`config.mk`:
```
export PLATFORM = sky130hd
export DESIGN_NAME = booth_r4_mul
export DESIGN_NICKNAME = d
export VERILOG_FILES = /design/src/rtl/booth_pkg.sv /design/src/rtl/booth_r4_recoder.sv /design/src/rtl/booth_r4_mul.sv
export SDC_FILE = /design/constraint.sdc
export NUM_CORES = 1
export LEC_CHECK = 0
export ABC_CLOCK_PERIOD_IN_PS = 2720
export BUFFER_PORTS_ARGS = -buffer_cell sky130_fd_sc_hd__clkbuf_2
export CORE_MARGIN = 5
export CORE_UTILIZATION = 45
export CTS_BUF_LIST = sky130_fd_sc_hd__clkbuf_4 sky130_fd_sc_hd__clkbuf_8
export DETAILED_ROUTE_END_ITERATION = 7
export MAX_ROUTING_LAYER = met4
export PLACE_DENSITY = 0.73
export REMOVE_ABC_BUFFERS = 1
export SKIP_LAST_GASP = 1
export SYNTH_ARGS = -nofsm -noshare
export SYNTH_HDL_FRONTEND = slang
export SYNTH_SLANG_ARGS = --single-unit
export TNS_END_PERCENT = 1
```
`constraint.sdc`:
```
create_clock -name clk -period 2.72 [get_ports clk]
set_clock_uncertainty 0.05 [all_clocks]
set_input_delay 0 -clock clk [delete_from_list [all_inputs] [get_ports clk]]
set_output_delay 0 -clock clk [all_outputs]
set_load 0.05 [all_outputs]
```
`src/rtl/booth_pkg.sv`:
```
// Shared types and helpers for the radix-4 Booth multiplier.
package booth_pkg;

  typedef enum logic [1:0] {
    IDLE = 2'd0,
    ITER = 2'd1,
    ZERO = 2'd2
  } state_e;

  typedef enum logic [2:0] {
    DIG_NOP  = 3'd0,
    DIG_ADD1 = 3'd1,
    DIG_ADD2 = 3'd2,
    DIG_SUB1 = 3'd3,
    DIG_SUB2 = 3'd4
  } digit_e;

  // Number of Booth digits retired for a given operand width.
  function automatic int unsigned ndig(input int unsigned width);
    return width / 2 + 1;
  endfunction

  // Standard radix-4 recoding of a {Q[i+1], Q[i], Q[i-1]} triplet.
  function automatic digit_e booth_digit(input logic [2:0] trip);
    digit_e dig;
    case (trip)
      3'b001, 3'b010: dig = DIG_ADD1;
      3'b011:         dig = DIG_ADD2;
      3'b100:         dig = DIG_SUB2;
      3'b101, 3'b110: dig = DIG_SUB1;
      default:        dig = DIG_NOP;
    endcase
    return dig;
  endfunction

endpackage

```
`src/rtl/booth_r4_recoder.sv`:
```
// Turns one Booth triplet and the extended multiplicand into an adder operand
// plus carry-in; subtraction is expressed as ~Y with carry-in 1.
module booth_r4_recoder
  import booth_pkg::*;
#(
  parameter int unsigned WIDTH = 8
) (
  input  logic [2:0]       trip_i,
  input  logic [WIDTH:0]   m_ext_i,
  output logic [WIDTH+2:0] addend_o,
  output logic             cin_o
);

  localparam int unsigned AW = WIDTH + 3;

  digit_e          dig;
  logic [AW-1:0]   m1;
  logic [AW-1:0]   m2;

  assign dig = booth_digit(trip_i);
  assign m1  = {{2{m_ext_i[WIDTH]}}, m_ext_i};
  assign m2  = {m_ext_i[WIDTH], m_ext_i, 1'b0};

  always_comb begin
    addend_o = '0;
    cin_o    = 1'b0;
    case (dig)
      DIG_ADD1: addend_o = m1;
      DIG_ADD2: addend_o = m2;
      DIG_SUB1: begin
        addend_o = ~m1;
        cin_o    = 1'b1;
      end
      DIG_SUB2: begin
        addend_o = ~m2;
        cin_o    = 1'b1;
      end
      default: ;
    endcase
  end

endmodule

```
`src/rtl/booth_r4_mul.sv`:
```
// Sequential radix-4 Booth multiplier: one digit per clock, signed or unsigned
// operands, start/busy/done handshake with a held product register.
module booth_r4_mul
  import booth_pkg::*;
#(
  parameter int unsigned WIDTH = 8
) (
  input  logic                 clk,
  input  logic                 rst_n,
  input  logic                 start,
  input  logic                 is_signed,
  input  logic [WIDTH-1:0]     multiplicand,
  input  logic [WIDTH-1:0]     multiplier,
  output logic                 busy,
  output logic                 done,
  output logic [2*WIDTH-1:0]   product
);

  localparam int unsigned N_DIG = ndig(WIDTH);
  localparam int unsigned CNT_W = $clog2(N_DIG);
  localparam int unsigned AW    = WIDTH + 3;
  localparam int unsigned QW    = WIDTH + 3;
  localparam int unsigned PW    = 2 * WIDTH;
  localparam logic [CNT_W-1:0] LAST = CNT_W'(N_DIG - 1);

  state_e             state_q, state_d;
  logic [AW-1:0]      a_q, a_d;
  logic [QW-1:0]      q_q, q_d;
  logic [WIDTH:0]     m_q, m_d;
  logic [CNT_W-1:0]   cnt_q, cnt_d;
  logic               busy_q, busy_d;
  logic               done_q, done_d;
  logic [PW-1:0]      prod_q, prod_d;

  logic [AW-1:0]      addend;
  logic               cin;
  logic [AW-1:0]      sum;
  logic [AW+QW-1:0]   shifted;
  logic               sx_m;
  logic               sx_q;

  booth_r4_recoder #(.WIDTH(WIDTH)) u_recoder (
    .trip_i   (q_q[2:0]),
    .m_ext_i  (m_q),
    .addend_o (addend),
    .cin_o    (cin)
  );

  // Q register carries Q[-1] in bit 0, so the low triplet is always the next digit.
  assign sum     = a_q + addend + AW'(cin);
  assign shifted = {{2{sum[AW-1]}}, sum, q_q[QW-1:2]};
  assign sx_m    = is_signed & multiplicand[WIDTH-1];
  assign sx_q    = is_signed & multiplier[WIDTH-1];

  always_comb begin
    state_d = state_q;
    a_d     = a_q;
    q_d     = q_q;
    m_d     = m_q;
    cnt_d   = cnt_q;
    busy_d  = busy_q;
    done_d  = 1'b0;
    prod_d  = prod_q;
    case (state_q)
      IDLE: begin
        if (start) begin
          m_d    = {sx_m, multiplicand};
          q_d    = {{2{sx_q}}, multiplier, 1'b0};
          a_d    = '0;
          cnt_d  = '0;
          busy_d = 1'b1;
          if (multiplicand == '0 || multiplier == '0) begin
            state_d = ZERO;
          end else begin
            state_d = ITER;
          end
        end
      end
      ITER: begin
        a_d   = shifted[AW+QW-1:QW];
        q_d   = shifted[QW-1:0];
        cnt_d = cnt_q + CNT_W'(1);
        if (cnt_q == LAST) begin
          prod_d  = shifted[PW:1];
          done_d  = 1'b1;
          busy_d  = 1'b0;
          state_d = IDLE;
        end
      end
      ZERO: begin
        prod_d  = '0;
        done_d  = 1'b1;
        busy_d  = 1'b0;
        state_d = IDLE;
      end
      default: state_d = IDLE;
    endcase
  end

  always_ff @(posedge clk or negedge rst_n) begin
    if (!rst_n) begin
      state_q <= IDLE;
      a_q     <= '0;
      q_q     <= '0;
      m_q     <= '0;
      cnt_q   <= '0;
      busy_q  <= 1'b0;
      done_q  <= 1'b0;
      prod_q  <= '0;
    end else begin
      state_q <= state_d;
      a_q     <= a_d;
      q_q     <= q_d;
      m_q     <= m_d;
      cnt_q   <= cnt_d;
      busy_q  <= busy_d;
      done_q  <= done_d;
      prod_q  <= prod_d;
    end
  end

  assign busy    = busy_q;
  assign done    = done_q;
  assign product = prod_q;

endmodule

```
# --- Yosys cells after proc, flatten, opt, wreduce, memory -nomap -nowiden ---
# Index checks and enable logic that the tools add are counted.
totals:
  reg_bits: 54
  output_inout_bits: 18
  wordCells: 65
classes:
  addsub: 3
  n_eq_ne: 15
  n_mux: 20
  n_bitwise: 4
  reduce_logical: 15
ops:
  columns: ["op", "count"]
  rows:
  - ["$pmux 11 s2", 2]
  - ["$pmux 11 s4", 1]
  - ["$pmux 16 s2", 1]
  - ["$mux 11", 2]
  - ["$not 11->11", 2]
  - ["$logic_not 8->1", 2]
  - ["$mux 16", 1]
  - ["$eq 3x3->1 const B", 5]
  - ["$eq 3x2->1 const B", 4]
  - ["$pmux 3 s4", 1]
  - ["$add 11x1->11", 1]
  - ["$add 11x11->11", 1]
  - ["$reduce_and 2->1", 4]
  - ["$eq 3x1->1 const B", 2]
  - ["$mux 2", 3]
  - ["$pmux 3 s2", 1]
  - ["$reduce_or 2->1", 3]
  - ["$mux 1", 4]
  - ["$ne 2x2->1 const B", 2]
  - ["$pmux 2 s2", 1]
  - ["$reduce_bool 2->1", 2]
  - ["$add 3x1->3 const B", 1]
  - ["$mux 3", 1]
  - ["$pmux 1 s3", 1]
  - ["other kinds (8)", 9]

# --- Depth between registers and ports, before layout ---
depth:
  depth_word: 9
  ltp_mapped: 12
  depth_no_buf: 11

# --- Cells and area by module ---
# A second synthesis with hierarchy kept.
unflattened:
  cells_unflattened: 278
  hier_area_um2: 2909.0
modules_own_cells:
  columns: ["module", "n_inst", "cells_per_inst", "area_each_um2", "seq_area_each_um2"]
  rows:
  - ["booth_r4_mul", 1, 239, 2583.7, 1301.2]
  - ["booth_r4_recoder", 1, 39, 325.3, 0.0]

# --- Least setup slack after synthesis ---
# No wires, ideal clock.
synth_path:
  path_kind: "register -> register"
  from: "register q_q[2]"
  to: "register a_q[6]"
  setup_ns: 0.125
  arrival_ns: 2.500
  required_time_ns: 2.545
  path_slack_ns: 0.046
  path_stages_with_launch: 12
  n_path_buf: 2
  path_cell_list: "dfrtp_1 > buf_2 > buf_2 > a21oi_1 > o221ai_1 > fa_1 > fa_1 > and2b_1 > o21ai_1 > a211oi_1 > o21a_1 > o31ai_1"
synth_via:
  elab_chain_len: 8
  word_cells_on_any_way: 19
  cone_classes: "add/sub: 2; eq/ne: 10; mux: 4; reduce/logical: 3"
synth_rtl:
  columns: ["item", "line_no", "rtl"]
  rows:
  - ["start: declaration", "booth_r4_mul.sv:28", "logic [QW-1:0] q_q, q_d;"]
  - ["start signal: assignment", "booth_r4_mul.sv:113", "q_q <= q_d;"]
  - ["$eq 3x3->1, or another cell as far along", "booth_pkg.sv:26", "case (trip)"]
  - ["$reduce_or 2->1", "booth_pkg.sv:26", null]
  - ["$pmux 3 s4 *", "booth_pkg.sv:26", null]
  - ["$eq 3x3->1, or another cell as far along", "booth_r4_recoder.sv:27", "case (dig)"]
  - ["$pmux 11 s4 / $reduce_or 2->1 (equally long branches)", null, null]
  - ["$add 11x11->11 / $mux 1 (equally long branches)", "booth_r4_mul.sv:50, booth_r4_recoder.sv:27", null]
  - ["$add 11x1->11 *", "booth_r4_mul.sv:50", "assign sum = a_q + addend + AW'(cin);"]
  - ["$pmux 11 s2 *", "booth_r4_mul.sv:64", "case (state_q)"]
  - ["end signal: assignment", "booth_r4_mul.sv:103", "a_q <= '0;"]
  - ["end signal: assignment", "booth_r4_mul.sv:112", "a_q <= a_d;"]
  - ["end: declaration", "booth_r4_mul.sv:27", "logic [AW-1:0] a_q, a_d;"]
# Every way passes the cells marked *; elsewhere a longest branch is shown, timed or not.
# A chain may end at the register's enable or synchronous reset.

# --- Final worst setup path ---
layout_path:
  from: "register q_q[1]"
  to: "register a_q[7]"
# The elaborated chain is that of the path after synthesis.

==> results summary <==
The run finished with clean final reports. After filler insertion, the fill cell instance count of the layout stands at around 570. The worst path setup slack after routing came out at ~0.14 ns. The number of distinct standard cells referenced by the synthesized netlist came out at 46. The number of global-route vias before repair came out at 2253. The largest net degree at the start of global routing came out at 34. The die outline area came out at around 0.0080 mm². The transition time of the tightest slew-check pin came out at roughly 0.66 ns. The final cell area excluding filler cells came out at between 0.003 and 0.004 mm². After global routing the overflow that remains totals 0. The cell count after synthesis came out at 273. The horizontal die dimension came out at slightly below 90 µm. The number of clock buffers added by TritonCTS is 5. The switching power of the nets is around 2.0 mW.

The biggest fanout along the worst timing path came out at 8. In this run the static leakage power is 1.67 nW. The portion of total power attributed to sequential cells is a little under a third. The number of buffers on the longest clock path is 2. STA classifies the critical path endpoint as a register. The layout cell share with drive strength beyond 1 came out at between 20% and 30%. The I/O pin count is 38. Yosys attributes the largest share of cell area to dfrtp_1, ha_1, a22o_1.

The worst setup path is launched from a register. The endpoint arrival time on the critical path came out at 2.74 ns. The hold violation total from the final report came out at 0.

For this run, asynchronously set or reset flops after synthesis account for 100%. In this run, the clock network consumes between 10% and 20% of the power. The relative area change from synthesis to final layout is 22.5%.

The detail route stage leaves a number of antenna-violating nets equal to 0. The multi-input combinational cells in the finished layout cover a total of 0.00147 mm². Clock-pin slew was measured on the worst setup and hold paths at 0.11 ns. Leaving out fill and tap cells, the most frequent cell in the layout is dfrtp_1. The number of antenna violations at the first check in global routing came to 0. The length of routed met3 wiring came out at 198 µm. The share of the synthesized area in the top cell type is between 40 and 50%. The setup slack at placement came out at -0.00520 ns. The wire length on met2 is 2980 µm. The worst hold path belongs to the class in2async.

The predominant post-synthesis flop cell is dfrtp_1. The via density per instance came out at 5.46. The count of final setup violators is 0.

At the later pin of the worst-skew pair, clock insertion delay measures between 0.3 and 0.4 ns. On the worst path, the slowest cell contributes a delay of approximately 0.47 ns. The detailed-route wire length on metal 1 is between 2000 and 3000 µm. The starting utilization of the core area came out at around 45%.

Setup repair after global routing could not meet its margin everywhere. Dividing total power by cell area gives a power density of between 1000 and 1500 mW/mm². During placement, the flow inserted port buffers numbering 37. The DRC marker count from the first detailed-route iteration came out at 80.

Summed over all layers, the routed wires come to ~6100 µm. Routed signal wires occupy layers up through met4. The biggest area contributor in the post-synthesis netlist is dfrtp_1. Yosys printed 0 warnings. The worst reg-to-reg setup slack is around 0.14 ns. The die span in y came out at about 90 µm.

The clock tree from TritonCTS is built. The total number of H-tree levels is 2. The via total after detailed routing came out at 2251. The total clock sinks is 52. The post-detailed-route DRC marker count is 0. The internal portion of the total power is 2.21 mW. The region available for standard cell placement spans around 0.0062 mm². The synthesized area came out at 0.00284 mm². The worst setup path category is reg2reg. The total placed cells including tap cells is 381.

The final standard cell count with taps included and fillers excluded came out at just over 400. The final HPWL from detailed placement is about 4600 µm. IR analysis of the VDD net gives a maximum drop of about 0.00045 V. The global placer's final weighted congestion came out at 0.786. The first-pass GRT wire length came out at slightly above 10000 µm. The total of max-cap violations is 0. Global routing used about 17% of the available tracks. The worst slew slack as a fraction of its limit came out at between 50% and 60%. Yosys mapped a number of flops with a built-in enable equal to 0. The post-synthesis sequential area ratio is roughly 46%.

The max-slew violation count is 0. The flip-flop and latch count after synthesis came out at between 50 and 60. The final net count is between 300 and 400.

The synthesized area divided by synthesized cell count came out at 10.4 µm². The top cell types in the final layout, fill and taps aside, are dfrtp_1, clkbuf_2, nand2_1. The cell area reported after detailed placement is 0.00310 mm². Combinational cells account for about 58% of the total power.

Registers take about 0.0013 mm². The total inserted antenna cells came out at 0. The critical path goes through nand2_1, nor2_1, buf_4, a22oi_1, o21ai_0, ha_1, and2_2, a21boi_2, o2111ai_1, nand3_1, a32o_1. The fraction of the cycle the final worst path needs is a little over nine tenths. The iteration count of the initial detailed-routing pass is 5. The cell chosen for the clock root is clkbuf_8. The number of rows created at floorplan came out at 29. The required time at the worst-slack endpoint is ~2.9 ns.

The average wire per standard cell came out at 14.8 µm. For this run, the top clock speed supported by timing is 388 MHz. The largest individual stage delay along the critical path comes from the cell dfrtp_2. The switching share of power came out at 47.4%. The smallest clock period supported by the final layout is computed as between 2 and 3 ns.
==> per-stage QoR <==
step | TNS, ns | total power, mW | hold slack [ns] | util, %
floorplan | 0 | 3.01 | -0.346 | -
global placement | 0 | 3.51 | -0.0623 | 49.7
detailed placement | -0.00856 | 3.59 | -0.0560 | 49.7
CTS | 0 | 4.09 | 0.144 | 54.4
global route | -0.0569 | 4.57 | 0.149 | 55.7
finish | 0 | 4.21 | 0.119 | 55.7
==> cell families after synthesis <==
kind of cell             Yosys count  synth area share (%)
multiplexers                      17                  6.35
AO/OA/AOI/OAI                     84                  20.8
XOR/XNOR                          15                  4.63
buffers and inverters             25                  4.10
adder cells (fa/ha/maj)           17                  8.03
flip-flops                        52                  45.9
AND/OR/NAND/NOR                   63                  10.2
==> path summary, 6_finish.rpt <==
check | start | endpoint | cells past startpoint
setup / recovery | q_q[1] | a_q[7] | 11
hold / removal | rst_n | m_q[5] | 2
setup reg to reg | q_q[1] | a_q[7] | 11
hold reg to reg | product[9] | product[9] | 2
max in group asynchronous | rst_n | q_q[0] | 3
min in group clk | start | m_q[8] | 4
==> sequential cells by signal, indices dropped and copies added, names as in the netlist <==
signal / cells
a_q: 9
busy: 1
cnt_q: 3
done: 1
m_q: 9
product: 16
q_q: 11
state_q: 2
==> cells in the mapped netlist (2+ instances only) <==
| cell type | n |
|---|---|
| a22oi_1 | 7 |
| a32o_1 | 2 |
| a22o_1 | 21 |
| o21ai_0 | 12 |
| fa_1 | 2 |
| xnor2_1 | 3 |
| buf_2 | 9 |
| mux2_1 | 7 |
| nand2_1 | 35 |
| nand3b_1 | 2 |
| a21o_1 | 3 |
| o21ai_1 | 18 |
| a211oi_1 | 2 |
| inv_1 | 13 |
| o31ai_1 | 2 |
| o21a_1 | 2 |
| nor2_1 | 8 |
| and2_1 | 2 |
| nor4_1 | 4 |
| nand2b_1 | 2 |
| nand3_1 | 3 |
| ha_1 | 15 |
| dfrtp_1 | 52 |
| mux2i_1 | 9 |
| a21oi_1 | 6 |
| xor2_1 | 12 |
==> power groups by stage <==
stage                     sequential [mW]  combinational [mW]  clock [mW]
after global routing                 1.35                2.71       0.510
after detailed placement             1.32                2.27           0
after floorplan                      1.51                1.50           0
final                                1.31                2.43       0.464
after CTS                            1.32                2.30       0.474
after global placement               1.31                2.21           0
==> repair_timing <==
| item | CTS | global route |
|---|---|---|
| setup buffers | 0 | 4 |
| endpoints found under the hold margin | 36 | 0 |
| setup endpoints to repair | 2 | 5 |
| hold buffers | 19 | 0 |
| resized for setup | 4 | 7 |
| pin swaps | 0 | 2 |
==> area by class of cell <==
| class | instances | share of cell area (%) |
|---|---|---|
| multi-input cells | 196 | 42.3 |
| flip-flops and latches | 52 | 37.5 |
| repair buffers | 66 | 13.3 |
| well taps | 77 | 2.77 |
| clock buffers | 5 | 1.98 |
| inverters | 13 | 1.40 |
| clock inverters | 3 | 0.720 |
==> metal layers <==
metal  track usage (%)  up-vias
li1                  -     1105
met1              22.2     1090
met2              26.8       41
met3              3.69       15
met4              5.82        0
met5                 -        -
==> worst max-delay path: cells and delay by family (launching register included) <==
kind / cells / cell delay [ns]
AO/OA/AOI/OAI: 5 / 0.92
AND/OR/NAND/NOR: 4 / 0.54
flip-flops: 1 / 0.47
adder cells (fa/ha/maj): 1 / 0.33
buffers and inverters: 1 / 0.17
No activity file was read; power rests on OpenSTA's default activity.
